===== src/rtl/umi_write_pkg.sv =====
// rtl/umi_write_pkg.sv - UMI write responder opcodes, state encoding and decode helpers
package umi_write_pkg;

    localparam logic [7:0]  UMI_REQ_WRITE  = 8'h03;
    localparam logic [7:0]  UMI_REQ_POSTED = 8'h05;
    localparam logic [7:0]  UMI_RESP_WRITE = 8'h04;
    localparam logic [7:0]  UMI_REQ_INVALID = 8'h00;
    localparam logic [23:0] UMI_ERR_FIELD  = 24'h00_0001;

    typedef enum logic [1:0] {
        IDLE  = 2'd0,
        WRITE = 2'd1,
        RESP  = 2'd2
    } state_t;

    function automatic logic is_write(input logic [7:0] opcode);
        return (opcode == UMI_REQ_WRITE) || (opcode == UMI_REQ_POSTED);
    endfunction

    function automatic logic is_posted(input logic [7:0] opcode);
        return opcode == UMI_REQ_POSTED;
    endfunction

endpackage


===== src/rtl/umi_write_resp_fmt.sv =====
// rtl/umi_write_resp_fmt.sv - combinational write-response formatter (address swap, opcode/error field)
module umi_write_resp_fmt
    import umi_write_pkg::*;
#(
    parameter int CW = 32,
    parameter int AW = 64
) (
    input  logic [CW-1:0] req_cmd,
    input  logic [AW-1:0] req_dstaddr,
    input  logic [AW-1:0] req_srcaddr,
    input  logic          err,
    output logic [CW-1:0] resp_cmd,
    output logic [AW-1:0] resp_dstaddr,
    output logic [AW-1:0] resp_srcaddr
);

    localparam logic [CW-9:0] ERR_HI = (CW-8)'(UMI_ERR_FIELD);

    // Upper command bits pass through untouched unless this is an error response.
    assign resp_cmd     = {(err ? ERR_HI : req_cmd[CW-1:8]), UMI_RESP_WRITE};
    assign resp_dstaddr = req_srcaddr;
    assign resp_srcaddr = req_dstaddr;

endmodule


===== src/rtl/umi_write_responder.sv =====
// rtl/umi_write_responder.sv - UMI device write endpoint; UMI_WRITE_RESP_ERR_EN adds error responses to non-write requests
module umi_write_responder
    import umi_write_pkg::*;
#(
    parameter int CW = 32,
    parameter int AW = 64,
    parameter int DW = 64
) (
    input  logic          clk,
    input  logic          nreset,
    input  logic          udev_req_valid,
    input  logic [CW-1:0] udev_req_cmd,
    input  logic [AW-1:0] udev_req_dstaddr,
    input  logic [AW-1:0] udev_req_srcaddr,
    input  logic [DW-1:0] udev_req_data,
    output logic          udev_req_ready,
    output logic          mem_valid,
    output logic [AW-1:0] mem_addr,
    output logic [DW-1:0] mem_wdata,
    input  logic          mem_ready,
    output logic          udev_resp_valid,
    output logic [CW-1:0] udev_resp_cmd,
    output logic [AW-1:0] udev_resp_dstaddr,
    output logic [AW-1:0] udev_resp_srcaddr,
    input  logic          udev_resp_ready,
    output logic [15:0]   write_count,
    output logic          drop_pulse
);

    state_t        state_q, state_d;
    logic [CW-1:0] cmd_q, cmd_d;
    logic [AW-1:0] dst_q, dst_d;
    logic [AW-1:0] src_q, src_d;
    logic [DW-1:0] data_q, data_d;
    logic          posted_q, posted_d;
    logic          drop_q, drop_d;
    logic [15:0]   write_count_q, write_count_d;
    logic          err_q;
`ifdef UMI_WRITE_RESP_ERR_EN
    logic          err_d;
`else
    assign err_q = 1'b0;
`endif

    logic [CW-1:0] fmt_cmd;
    logic [AW-1:0] fmt_dst, fmt_src;

    always_comb begin
        state_d       = state_q;
        cmd_d         = cmd_q;
        dst_d         = dst_q;
        src_d         = src_q;
        data_d        = data_q;
        posted_d      = posted_q;
        drop_d        = 1'b0;
        write_count_d = write_count_q;
`ifdef UMI_WRITE_RESP_ERR_EN
        err_d         = err_q;
`endif
        case (state_q)
            IDLE: begin
                if (udev_req_valid) begin
                    cmd_d  = udev_req_cmd;
                    dst_d  = udev_req_dstaddr;
                    src_d  = udev_req_srcaddr;
                    data_d = udev_req_data;
                    if (is_write(udev_req_cmd[7:0])) begin
                        posted_d = is_posted(udev_req_cmd[7:0]);
                        state_d  = WRITE;
`ifdef UMI_WRITE_RESP_ERR_EN
                        err_d    = 1'b0;
`endif
                    end else begin
                        drop_d = 1'b1;
`ifdef UMI_WRITE_RESP_ERR_EN
                        // Opcode 0 is treated as garbage on the link and never answered.
                        if (udev_req_cmd[7:0] != UMI_REQ_INVALID) begin
                            err_d   = 1'b1;
                            state_d = RESP;
                        end
`endif
                    end
                end
            end
            WRITE: begin
                if (mem_ready) begin
                    write_count_d = write_count_q + 16'd1;
                    state_d       = posted_q ? IDLE : RESP;
                end
            end
            RESP: begin
                if (udev_resp_ready) state_d = IDLE;
            end
            default: state_d = IDLE;
        endcase
    end

    always_ff @(posedge clk or negedge nreset) begin
        if (!nreset) begin
            state_q       <= IDLE;
            cmd_q         <= '0;
            dst_q         <= '0;
            src_q         <= '0;
            data_q        <= '0;
            posted_q      <= 1'b0;
            drop_q        <= 1'b0;
            write_count_q <= '0;
        end else begin
            state_q       <= state_d;
            cmd_q         <= cmd_d;
            dst_q         <= dst_d;
            src_q         <= src_d;
            data_q        <= data_d;
            posted_q      <= posted_d;
            drop_q        <= drop_d;
            write_count_q <= write_count_d;
        end
    end

`ifdef UMI_WRITE_RESP_ERR_EN
    always_ff @(posedge clk or negedge nreset) begin
        if (!nreset) err_q <= 1'b0;
        else         err_q <= err_d;
    end
`endif

    umi_write_resp_fmt #(.CW(CW), .AW(AW)) u_fmt (
        .req_cmd      (cmd_q),
        .req_dstaddr  (dst_q),
        .req_srcaddr  (src_q),
        .err          (err_q),
        .resp_cmd     (fmt_cmd),
        .resp_dstaddr (fmt_dst),
        .resp_srcaddr (fmt_src)
    );

    // Payload outputs are gated so they read zero whenever their valid is low.
    assign udev_req_ready    = (state_q == IDLE);
    assign mem_valid         = (state_q == WRITE);
    assign mem_addr          = mem_valid ? dst_q  : '0;
    assign mem_wdata         = mem_valid ? data_q : '0;
    assign udev_resp_valid   = (state_q == RESP);
    assign udev_resp_cmd     = udev_resp_valid ? fmt_cmd : '0;
    assign udev_resp_dstaddr = udev_resp_valid ? fmt_dst : '0;
    assign udev_resp_srcaddr = udev_resp_valid ? fmt_src : '0;
    assign write_count       = write_count_q;
    assign drop_pulse        = drop_q;

endmodule


===== config.mk =====
export PLATFORM = sky130hd
export DESIGN_NAME = umi_write_responder
export DESIGN_NICKNAME = d
export VERILOG_FILES = /design/src/rtl/umi_write_pkg.sv /design/src/rtl/umi_write_resp_fmt.sv /design/src/rtl/umi_write_responder.sv
export SDC_FILE = /design/constraint.sdc
export NUM_CORES = 1
export LEC_CHECK = 0
export BUFFER_PORTS_ARGS = -buffer_cell sky130_fd_sc_hd__clkbuf_2
export CAP_MARGIN = 10
export CELL_PAD_IN_SITES_DETAIL_PLACEMENT = 1
export CELL_PAD_IN_SITES_GLOBAL_PLACEMENT = 1
export CORE_AREA = 2 2 206 208
export DETAILED_ROUTE_END_ITERATION = 8
export DIE_AREA = 0 0 208 210
export MAX_ROUTING_LAYER = met4
export PLACE_DENSITY = 0.61
export SLEW_MARGIN = 20
export SYNTH_ARGS = -nofsm -noshare
export SYNTH_HDL_FRONTEND = slang
export SYNTH_SLANG_ARGS = --single-unit

===== constraint.sdc =====
create_clock -name clk -period 2.6 [get_ports clk]
set_input_delay 0.13 -clock clk [delete_from_list [all_inputs] [get_ports clk]]
set_output_delay 0.13 -clock clk [all_outputs]
set_load 0.03 [all_outputs]

### Yosys cells after proc, flatten, opt, wreduce, memory -nomap -nowiden

Index checks and enable logic that the tools add are counted.

* $add $sub $neg: 1
* reduce and logical (&&, ||, !) cells: 6
* equal/unequal tests: 8
* mux-type cells: 14
* shift operators: 0
* bitwise operators: 0
* div/mod/pow operators: 0
* order comparisons: 0
* multipliers: 0

Operators with widths (count)
* $mux W64: 4
* $mux W32: 1
* $add A16 B1 Y16 const B: 1
* $mux W2: 5
* $eq A8 B2 Y1 const B: 1
* $eq A8 B3 Y1 const B: 1
* $ne A2 B1 Y1 const B: 3
* $pmux W2 S3: 1
* $reduce_and A2 Y1: 2
* $reduce_and A4 Y1: 1
* $mux W1: 3
* $reduce_and A3 Y1: 1
* $eq A2 B1 Y1 const B: 1
* $eq A2 B2 Y1 const B: 1
* $logic_not A2 Y1: 1
* $ne A2 B2 Y1 const B: 1
* $logic_or A1 B1 Y1: 1

* output and inout bits: 308
* latch bits: 0
* memories kept: 0
* bits in read-only memories: 0
* register bits: 244
* bits in writable memories: 0
* word-level logic and storage cells: 37

### Depth between registers and ports, before layout

* depth after elaboration: 5
* depth in mapped cells: 5
* depth with buffers taken out: 4

### Hierarchy

From an unflattened synthesis, not the netlist that was laid out.

* cells, all modules: 1034
* area total of the unflattened synthesis: 12358.1 um^2

By module, submodules not included
* umi_write_responder: sequential area each 6105.9 um^2, instances 1, area an instance 11162.0 um^2, cells each 870
* umi_write_resp_fmt: sequential area each 0.0 um^2, instances 1, area an instance 1196.1 um^2, cells each 164

### Worst setup path after synthesis

OpenSTA, ideal clock, no wires.

* kind: reg-to-output
* start point: register state_q[1]
* end point: output port udev_resp_srcaddr[54]
* cell stages (with the launch flop): 5
* data required time: 2.470 ns
* arrival time: 1.490 ns
* path slack: 0.980 ns
* path buffers: 2
* cells stage by stage: dfrtp_1 -> nor2b_1 -> buf_2 -> clkbuf_1 -> and2_1

* word-level cells in the longest chain between the ends: 2

Ends and longest elaborated chain
* start: declaration: line umi_write_responder.sv:30 `state_t state_q, state_d;`
* start signal: assignment: line umi_write_responder.sv:109 `state_q <= state_d;`
* $eq A2 B2 Y1: line umi_write_responder.sv:142 `assign udev_resp_valid = (state_q == RESP);`
* net udev_resp_valid: line umi_write_responder.sv:21 `output logic udev_resp_valid,`
* $mux W64: line umi_write_responder.sv:145 `assign udev_resp_srcaddr = udev_resp_valid ? fmt_src : '0;`
* end: declaration: line umi_write_responder.sv:24 `output logic [AW-1:0] udev_resp_srcaddr,`

The timed path passes the listed nets, and every way through them passes these cells.

### Worst setup path in the final report

* start point: register state_q[1]
* end point: output port udev_resp_dstaddr[4]

* word-level cells in the longest chain between the ends: 2

Ends and longest elaborated chain
* $eq A2 B2 Y1: line umi_write_responder.sv:142
* $mux W64: line umi_write_responder.sv:144 `assign udev_resp_dstaddr = udev_resp_valid ? fmt_dst : '0;`
* end: declaration: line umi_write_responder.sv:23 `output logic [AW-1:0] udev_resp_dstaddr,`

Every way passes these cells.

==> metrics.md <==
| Metric | Value |
|---|---|
| Share of layout cells above drive strength 1 | `44.0%` |
| Synth warn | `0` |
| Total GRT Usage | `17.7%` |
| CTS Sinks | `236` |
| Mapped Cells | `861` |
| Largest net degree at the start of global routing | `95` |
| Worst skew pair latency | `0.53 ns` |
| RSZ-0062 raised after global routing | `false` |
| Layout area overhead | `58.1%` |
| Fin. Hold Viols | `0` |
| Top cell type's share of synthesized area | `53.9%` |
| Clk Tree Root Cell | `clkbuf_16` |
| WL/cell | `17.8 um` |
| Xor/xnor share of the synthesized area | `1.28%` |
| Mean Syn Cell Area | `12.7 um^2` |
| Fin util | `41.7%` |
| Synth top cells by count | `and2_1 (281), dfrtp_1 (236), mux2_2 (117)` |
| Post-Syn Area | `10,900 um^2` |
| Fmax | `418 MHz` |
| Fin crit period | `2.39 ns` |
| Post-synth EDFFs | `0` |
| Main synth FF type | `dfrtp_1` |
| CP Launch Type | `flop` |
| Top delay family on crit path | `buffers and inverters` |
| Netlist cell types | `35` |
| Yosys reg bits | `236` |
| Global-route wire length before repair | `59,600 um` |
| Routed via count | `9,326` |
| Die area | `43,700 um^2` |
| Drt first pass iters | `4` |
| Hold Path Class | `input port to flop` |
| Num CTS Buffers | `28` |
| Detailed Place HPWL | `26,700 um` |
| Count leader, synth | `and2_1` |
| Post-Synth Adder-Cell Area | `0.114%` |
| P per Cell Area | `541 nW/um^2` |
| Yosys top cell by area | `dfrtp_1` |
| Crit-path max cell delay | `0.49 ns` |
| Outcome | `completed` |
| Die height | `210 um` |
| FP Rows | `75` |
| Clock skew | `0.00832 ns` |
| Main combinational cell family by area after synthesis | `multiplexers` |
| Critical path type | `flop to output port` |
| CTS max path bufs | `3` |
| Vias in the first global route | `10,500` |
| CTS H-tree lvls | `1` |
| CTS tree | `yes` |
| Reg clk slew, reported paths | `0.06 ns` |
| Die Wd | `208 um` |
| Num ports | `537` |
| Period utilization | `92.0%` |
| Mux contribution to synthesized area | `22.3%` |
| DRC | `0` |
| Port Buffer Count | `529` |
| Via-per-instance ratio | `4.32` |
| CP max FO | `63` |
| Worst Tran Pin Value | `0.693 ns` |
| Leakage power total | `8.57 nW` |
| Core Region | `41,500 um^2` |
| Post-Route Setup TNS | `0 ns` |
| ANT nets after route | `0` |
| Dominant cells by area after synthesis | `dfrtp_1 (54%), and2_1 (16%), mux2_2 (12%), mux2_1 (10%), buf_8 (1.4%)` |
| Worst Path Required | `2.47 ns` |
| CP Capture Type | `output port` |
| Slowest CP cell | `buf_4` |
| CP bufs+invs | `2` |
| Synth Area in Compound Gates | `0.331%` |
| RePlAce Congestion | `0.819` |
| Slew HR | `53.4%` |
| DRT Wirelength | `38,400 um` |
| Starting density of the core | `26.4%` |
| Data arrival time of the worst path | `2.26 ns` |
| Initial DRC count | `247` |
| Cell Chain, Critical Path | `nor2b_4 -> buf_4 -> and2_1 -> clkbuf_2` |
| Initial antenna violation count | `1` |
| Register area share after synthesis | `53.9%` |
| Max-Cap Viols | `0` |
| Finish-stage setup viols | `0` |
| Nets@finish | `1,833` |
| Synth async-reset ratio | `100%` |
| Grt ovf | `0` |
| Peak VDD IR | `0.000435 V` |
| Post-Synth Simple-Gate Area | `17.9%` |
| Slew Limit Fails | `0` |
## layer usage
| layer | vias to the layer above | GRT usage [%] | wire length [um] |
|---|---|---|---|
| li1 | 4303 | - | - |
| met1 | 4632 | 19.3 | 14700 |
| met2 | 321 | 32.4 | 20500 |
| met3 | 70 | 3.38 | 2070 |
| met4 | 0 | 5.53 | 1140 |
| met5 | - | - | 0 |
## cells in the final DEF, fill, tap and decap left out, drive strengths merged, types with 6 or more instances in the layout
master       count
mux2           217
and2           281
dfrtp          236
clkbuf         572
conb             7
dlygate4sd3    225
xor2             6
nor2             6
xnor2           10
buf             17
inv              7
## path summary, 6_finish.rpt
check / from / to / slack [ns] / cells past startpoint
hold reg to reg: write_count[15] / write_count[15] / 0.47 / 1
setup / recovery: state_q[1] / udev_resp_dstaddr[4] / 0.21 / 4
hold / removal: udev_req_cmd[3] / state_q[0] / 0.04 / 3
setup reg to reg: state_q[1] / posted_q / 0.28 / 6
max in group asynchronous: nreset / data_q[16] / 1.66 / 3
min in group asynchronous: nreset / src_q[34] / 0.18 / 2
## registers in the layout, summed over array words and instances (netlist names)
register     cells
drop_pulse       1
dst_q           64
write_count     16
posted_q         1
cmd_q           24
state_q          2
data_q          64
src_q           64
## cells by family after synthesis
| logic type | Yosys count |
|---|---|
| xor+xnor | 16 |
| other cells | 1 |
| simple gates | 314 |
| fa+ha+maj | 1 |
| flops | 236 |
| mux | 217 |
| compound gates | 5 |
| buf+inv | 71 |
## power by group
part           internal [mW]  leakage (nW)  switching (mW)
registers               4.04          2.78           0.217
clock network           2.42         0.467            1.53
logic                  0.682          5.32           0.472
total                   7.15          8.57            2.22
## repair_timing
action,4_1_cts,5_1_grt
hold buffers,225,0
endpoints found under the hold margin,286,0
setup buffers,0,0
setup endpoints to repair,0,0
gates resized for setup,0,0
## worst register-to-register path, cell delays in order (launching register included)
cell	delay [ns]
dfrtp_1	0.46
nor3b_4	0.33
buf_12	0.31
nand4b_1	0.25
o21ai_0	0.23
a2bb2oi_1	0.08
dlygate4sd3_1	0.55
## cell type report
type,instances,area (um^2)
sequential,236,5910
multi-input combinational,560,4640
clock inverter,4,45.0
inverter,7,26.3
timing repair buffer,770,5120
clock buffer,44,892
fill,4680,24200
tap,539,674
antenna,1,2.50
## stage by stage
step                      cells  area [um^2]  power [mW]  setup WS [ns]  hold WS [ns]
after floorplan             867        11000        4.76          0.980        -0.166
after CTS                  2160        17300        9.51          0.145        0.0114
after global placement     1887        14100        5.15          0.676         0.155
final                      2161        17300        9.36          0.209        0.0386
after detailed placement   1887        14100        5.21          0.638         0.160
after global routing       2161        17300        9.80         0.0460        0.0193
No activity file was read; power rests on OpenSTA's default activity.
